## src/rtl/udc_pkg.sv

```systemverilog
// udc_pkg: shared constants and operation decode for the parametrised up/down counter
package udc_pkg;
  localparam int MODE_WRAP = 0;
  localparam int MODE_SAT  = 1;
  typedef enum logic [2:0] {OP_HOLD, OP_CLR, OP_LOAD, OP_UP, OP_DOWN} op_t;
endpackage

```

## src/rtl/udc_next.sv

```systemverilog
// udc_next: combinational next-count and boundary-event logic for the counter
module udc_next
  import udc_pkg::*;
#(
  parameter int          WIDTH     = 8,
  parameter int unsigned MAX_VAL   = 2**WIDTH-1,
  parameter int          MODE      = MODE_WRAP,
  parameter int unsigned RESET_VAL = 0
) (
  input  logic [WIDTH-1:0] count,
  input  op_t              op,
  input  logic [WIDTH-1:0] load_val,
  output logic [WIDTH-1:0] next_count,
  output logic             at_top_event,
  output logic             at_bot_event
);
  localparam logic [WIDTH-1:0] MAX = WIDTH'(MAX_VAL);
  localparam logic [WIDTH-1:0] RST = WIDTH'(RESET_VAL);
  logic [WIDTH-1:0] clamp_val, up_val, dn_val;
  assign at_top_event = (op == OP_UP) && (count == MAX);
  assign at_bot_event = (op == OP_DOWN) && (count == '0);
  assign clamp_val = (load_val > MAX) ? MAX : load_val;
  assign up_val = (count == MAX) ? ((MODE == MODE_SAT) ? MAX : '0) : count + WIDTH'(1);
  assign dn_val = (count == '0) ? ((MODE == MODE_SAT) ? '0 : MAX) : count - WIDTH'(1);
  assign next_count = (op == OP_CLR)  ? RST :
                      (op == OP_LOAD) ? clamp_val :
                      (op == OP_UP)   ? up_val :
                      (op == OP_DOWN) ? dn_val : count;
endmodule

```

## src/rtl/udc_param.sv

```systemverilog
// udc_param: parametrised up/down counter with wrap/saturate, load, clear and sticky flags
module udc_param
  import udc_pkg::*;
#(
  parameter int          WIDTH     = 8,
  parameter int unsigned MAX_VAL   = 2**WIDTH-1,
  parameter int          MODE      = MODE_WRAP,
  parameter int unsigned RESET_VAL = 0
) (
  input  logic             clk,
  input  logic             reset,
  input  logic             en,
  input  logic             up_down,
  input  logic             load,
  input  logic [WIDTH-1:0] load_val,
  input  logic             clr,
  input  logic             flag_clr,
  output logic [WIDTH-1:0] count,
  output logic             tc,
  output logic             ovf,
  output logic             unf
);
  localparam logic [WIDTH-1:0] RST = WIDTH'(RESET_VAL);
  op_t              op;
  logic [WIDTH-1:0] next_count;
  logic             top_ev, bot_ev;
  assign op = clr ? OP_CLR : load ? OP_LOAD : en ? (up_down ? OP_UP : OP_DOWN) : OP_HOLD;
  udc_next #(
    .WIDTH(WIDTH), .MAX_VAL(MAX_VAL), .MODE(MODE), .RESET_VAL(RESET_VAL)
  ) u_next (
    .count(count), .op(op), .load_val(load_val),
    .next_count(next_count), .at_top_event(top_ev), .at_bot_event(bot_ev)
  );
  // count register, one-cycle tc pulse on boundary steps, sticky flags where set beats flag_clr
  always_ff @(posedge clk or negedge reset) begin
    if (!reset) begin
      count <= RST;
      tc    <= 1'b0;
      ovf   <= 1'b0;
      unf   <= 1'b0;
    end else begin
      count <= next_count;
      tc    <= top_ev | bot_ev;
      ovf   <= top_ev | (ovf & ~flag_clr);
      unf   <= bot_ev | (unf & ~flag_clr);
    end
  end
endmodule

```

## config.mk

```make
export PLATFORM = sky130hd
export DESIGN_NAME = udc_param
export DESIGN_NICKNAME = d
export VERILOG_FILES = /design/src/rtl/udc_pkg.sv /design/src/rtl/udc_next.sv /design/src/rtl/udc_param.sv
export SDC_FILE = /design/constraint.sdc
export NUM_CORES = 1
export LEC_CHECK = 0
export ABC_AREA = 1
export ABC_CLOCK_PERIOD_IN_PS = 1800
export CORE_MARGIN = 4
export CORE_UTILIZATION = 35
export CTS_BUF_LIST = sky130_fd_sc_hd__clkbuf_2
export DETAILED_ROUTE_END_ITERATION = 10
export HOLD_SLACK_MARGIN = 0.05
export PLACE_DENSITY = 0.7
export SETUP_SLACK_MARGIN = 0.1
export SYNTH_ARGS = -nofsm -noshare
export SYNTH_HDL_FRONTEND = slang
export SYNTH_SLANG_ARGS = --single-unit
```

## constraint.sdc

```tcl
create_clock -name clk -period 1.8 [get_ports clk]
set_input_delay 0.36 -clock clk [delete_from_list [all_inputs] [get_ports clk]]
set_output_delay 0.36 -clock clk [all_outputs]
set_load 0.05 [all_outputs]
```

After elaboration in Yosys (flattened, before gate mapping)
Cells that the tools add are included.
{"block": "word_totals", "regBits": 11, "in_bits": 15, "output_inout_bits": 11, "wordCells": 33}
{"block": "classes", "addsub": 2, "n_lt_le_gt_ge": 1, "n_eq_ne": 5, "mux": 11, "n_bitwise": 6, "n_reduce_logical": 4}
{"cell": "8-bit two-way mux", "count": 7}
{"cell": "3-bit two-way mux", "count": 4}
{"cell": "8-bit by 1-bit adder with 8-bit output (second input constant)", "count": 1}
{"cell": "8-bit equality test (second input constant)", "count": 1}
{"cell": "8-bit > comparator (second input constant)", "count": 1}
{"cell": "8-bit zero test", "count": 1}
{"cell": "8-bit by 1-bit subtractor with 8-bit output (second input constant)", "count": 1}
{"cell": "3-bit by 2-bit equality test with 1-bit output (second input constant)", "count": 2}
{"cell": "4-bit nonzero test", "count": 1}
{"cell": "3-bit by 1-bit equality test with 1-bit output (second input constant)", "count": 1}
{"cell": "3-bit equality test (second input constant)", "count": 1}
{"cell": "1-bit bitwise OR", "count": 3}
{"cell": "1-bit bitwise AND", "count": 2}
{"cell": "1-bit logical AND", "count": 2}
{"cell": "1-bit NOT", "count": 1}

Logic depth before layout (Yosys ltp)
Gate-level depths: netlist of the first run.
{"block": "depth", "depth_word": 9, "ltp_mapped": 10, "mapped_depth_nobuf": 10}

By module
A second synthesis of the first run with hierarchy kept.
{"block": "hier_totals", "hier_cells": 143, "area_unflattened_um2": 963.4}
{"mod": "udc_next", "n_inst": 1, "cells_per_inst": 116, "area_per_inst_um2": 619.3, "seq_area_each_um2": 0.0}
{"mod": "udc_param", "n_inst": 1, "cells_per_inst": 27, "area_per_inst_um2": 344.1, "seq_area_each_um2": 275.3}

Least setup slack after synthesis of the first run
No wires, ideal clock.
{"block": "synth_timing", "kind": "reg-to-reg", "from": "register count[0]", "to": "register count[5]", "setup_time_ps": 121, "t_arrival_ps": 1621, "required_ps": 1679, "slack_ps": 58, "stages_incl_launch_ff": 9, "path_cell_list": "dfrtp_1 inv_1 ha_1 nand3_1 nor2_4 nor2_2 nand3_1 nand3_1 a21oi_1"}
{"block": "synth_via", "elab_chain_len": 6, "word_cells_on_any_way": 10}
{"item": "start: declaration", "line_no": "udc_param.sv:18", "rtl": "output logic [WIDTH-1:0] count,"}
{"item": "start signal: assignment", "line_no": "udc_param.sv:42", "rtl": "count <= next_count;"}
{"item": "8-bit by 1-bit subtractor with 8-bit output / 8-bit zero test (equally long branches)", "line_no": "udc_next.sv:24", "rtl": "assign dn_val = (count == '0) ? ((MODE == MODE_SAT) ? '0 : MAX) : count - WIDTH'(1);"}
{"item": "8-bit two-way mux", "line_no": "udc_next.sv:24"}
{"item": "8-bit two-way mux", "line_no": "udc_next.sv:28", "rtl": "(op == OP_DOWN) ? dn_val : count;"}
{"item": "8-bit two-way mux *", "line_no": "udc_next.sv:27", "rtl": "(op == OP_UP) ? up_val :"}
{"item": "8-bit two-way mux *", "line_no": "udc_next.sv:26", "rtl": "(op == OP_LOAD) ? clamp_val :"}
{"item": "8-bit two-way mux *", "line_no": "udc_next.sv:25", "rtl": "assign next_count = (op == OP_CLR) ? RST :"}
Every way passes the cells marked *; elsewhere a longest branch is shown, timed or not. The select of a mux whose other input is x is not followed.
A chain may end at the register's enable or synchronous reset.

Worst setup path in the final report of the first run
Ends and elaborated chain as after synthesis.

==> flow_summary.toml, run 1 <==
[clock_tree]
ctsHtreeMaxLevel = 1
cts.clk_slew.worst_paths_ns = 0.11
ctsResizeCount = 0
cts_sinks = 11
cts_tree = "yes"
postCtsSetupRepairBufs = 0
clockRootBuffer = "clkbuf_2"
max-clock-path-buffers = 2
clock_latency_ns = 0.26
hold_buffers = 0
cts_made_buffers = 3

[global_route]
grt_pass1_vias = 1080
antenna_found_initial = 0
track_usage = 0.1502
overflow = 0
grt_pass1_wl_um = 4836
grt_max_degree = 12

[routing]
drt_wl_total_um = 2650
route.detailed.drc = 0
wire_per_inst_um = 11.94
firstDrtPassIters = 6
drtIter0Drc = 88
postRouteAntennaNets = 0
num_vias = 1106
via_per_inst = 4.982

[die]
fp.dieArea_um2 = 3939
core_area_um2 = 2805
rows = 19
io_pins = 26
initial_core_util = 0.3742
die_x_um = 62.77
dieHeight_um = 62.77

[synthesis]
yosys_warnings = 0
synth-seq-area-share = 0.2622
ys_types = 23
synth_nets = 175
synth_cells = 157
synth_area_um2 = 1050
postSynthAreaPerCell_um2 = 6.686
synth_seq_cells = 11

[placed_design]
placed_area_um2 = 1373
place_inst = 218
dpl_worst_slack_ns = 0.03282
io_buffer_count = 25
dp_hpwl_um = 2163
gp_congestion = 1.096

[pwr]
power.density_nw_per_um2 = 672.7
power_leakage_nw = 0.7296
peakVddDrop_mv = 0.3062

[finish]
area_growth_syn_to_layout_pct = 33.02
layout-drive-gt1-share = 0.2356
final_cell_mix = "nand2_1 (45), inv_1 (26), nand3_1 (17), buf_4 (17), clkdlybuf4s50_1 (14)"
fin_area_um2 = 1396
layout.nets = 210
n_antenna_cell = 0
layout_commonest_cell = "nand2_1"
final_cells = 222

[critical_path]
crit_path_start_kind = "register"
r2r_start = "count[0]"
cp.arrival_ns = 1.74
worstPathRequired_ns = 1.99
cp_max_fo = 5
cp-startpoint = "count[0]"
crit_path_end_kind = "register"
worstSetupPathType = "register to register"

[job]
drv_cap = 0

[timing]
finalCriticalPeriod_ns = 1.558
grt_setup_unrepaired = "false"
fin_crit_sh = 0.8656
max_freq_ghz = 0.6418
final-max-slew-violation-count = 0
fin_ws_ns = 0.2419
fin_skew_ns = 0.003362
finalSetupViolCount = 0
slew_headroom = 0.6291
holdWs_ns = 0.4465
setup_tns_ns = 0
worstMarginPinSlew_ns = 0.5546
hold_viol_final = 0

[run_status]
status = "completed"

[worst_hold_path]
hold_path.class = "input port to asynchronous set/reset pin"
## final timing paths
path                       endpoint  slack, ns  cells after the start
max                        count[5]       0.24                      8
min                              tc       0.45                      1
max reg2reg                count[5]       0.24                      8
min reg2reg                     unf       0.54                      2
max in group asynchronous  count[0]       0.96                      1
min in group clk                unf       0.54                      2
## cell usage after synthesis
| cell type | count | area [um2] |
|---|---|---|
| ha_1 | 3 | 37.54 |
| inv_1 | 26 | 97.59 |
| nand3_2 | 1 | 10.01 |
| nor2_2 | 5 | 31.28 |
| o21ai_0 | 4 | 20.02 |
| nor2_1 | 11 | 41.29 |
| nand2_2 | 1 | 6.260 |
| xor2_1 | 4 | 35.03 |
| nand2_1 | 45 | 168.9 |
| nor2_8 | 1 | 20.02 |
| buf_6 | 4 | 45.04 |
| o22ai_1 | 2 | 12.51 |
| a21oi_1 | 5 | 25.02 |
| inv_2 | 2 | 7.510 |
| nand4_1 | 4 | 25.02 |
| a21oi_2 | 3 | 26.28 |
| nor2_4 | 4 | 45.04 |
| o2111ai_1 | 1 | 8.760 |
| nand2_4 | 1 | 11.26 |
| o211ai_1 | 1 | 7.510 |
| nand3_1 | 17 | 85.08 |
| dfrtp_1 | 11 | 275.3 |
| a22oi_1 | 1 | 7.510 |
## area by class of cell
type	count	area, um2
Fill cell	284	1409
Multi-Input combinational cell	114	626.9
Timing Repair Buffer	34	327.8
Sequential cell	11	277.8
Inverter	28	105.1
Tap cell	31	38.79
Clock buffer	4	20.02
## flip-flops by register name, indices dropped and copies added (netlist names)
signal	cells
count	8
ovf	1
unf	1
tc	1
## logic make-up after synthesis
family / after synthesis / synth area share
fa+ha+maj: 3 / 0.03576
compound gates: 17 / 0.1025
flops: 11 / 0.2622
simple gates: 90 / 0.4231
xor+xnor: 4 / 0.03337
buf+inv: 32 / 0.1430
## layer usage
layer,vias to the layer above,global-route usage,wire length [um]
li1,561,-,-
met1,485,0.2013,1188
met2,50,0.2344,1223
met3,10,0.01259,164
met4,0,0.08815,73
met5,-,0,0
## metrics by stage
| step | utilization | power (W) |
|---|---|---|
| 6_report | 0.4978 | 0.0009393 |
| 3_5_place_dp | 0.4893 | 0.0007954 |
| 3_3_place_gp | 0.4893 | 0.0007932 |
| 4_1_cts | 0.4964 | 0.0009413 |
| 5_1_grt | 0.4978 | 0.001017 |
| 2_1_floorplan | - | 0.0006374 |
## critical path, stage by stage (launching register included)
cell and delay, ns:
dfrtp_2 0.44, inv_1 0.20, ha_1 0.19, nand3_1 0.14, nor2_4 0.15, nor2_2 0.06
nand3_1 0.08, nand3_1 0.07, a21oi_1 0.15
## power breakdown
group	leakage, nW	switching [W]	internal (W)	total, W
clock network	0.0166	0.0000849	0.0000590	0.000144
registers	0.142	0.0000520	0.000271	0.000323
logic	0.571	0.000281	0.000191	0.000472
total	0.730	0.000418	0.000522	0.000939
Power figures use the tool's default switching activity.
==> run 2, diff against run 1 <==
- SKIP_CTS_REPAIR_TIMING: unset -> 1
==> results of run 2 <==
Same layout as run 1: the final DEF is identical, and so are final timing and power.
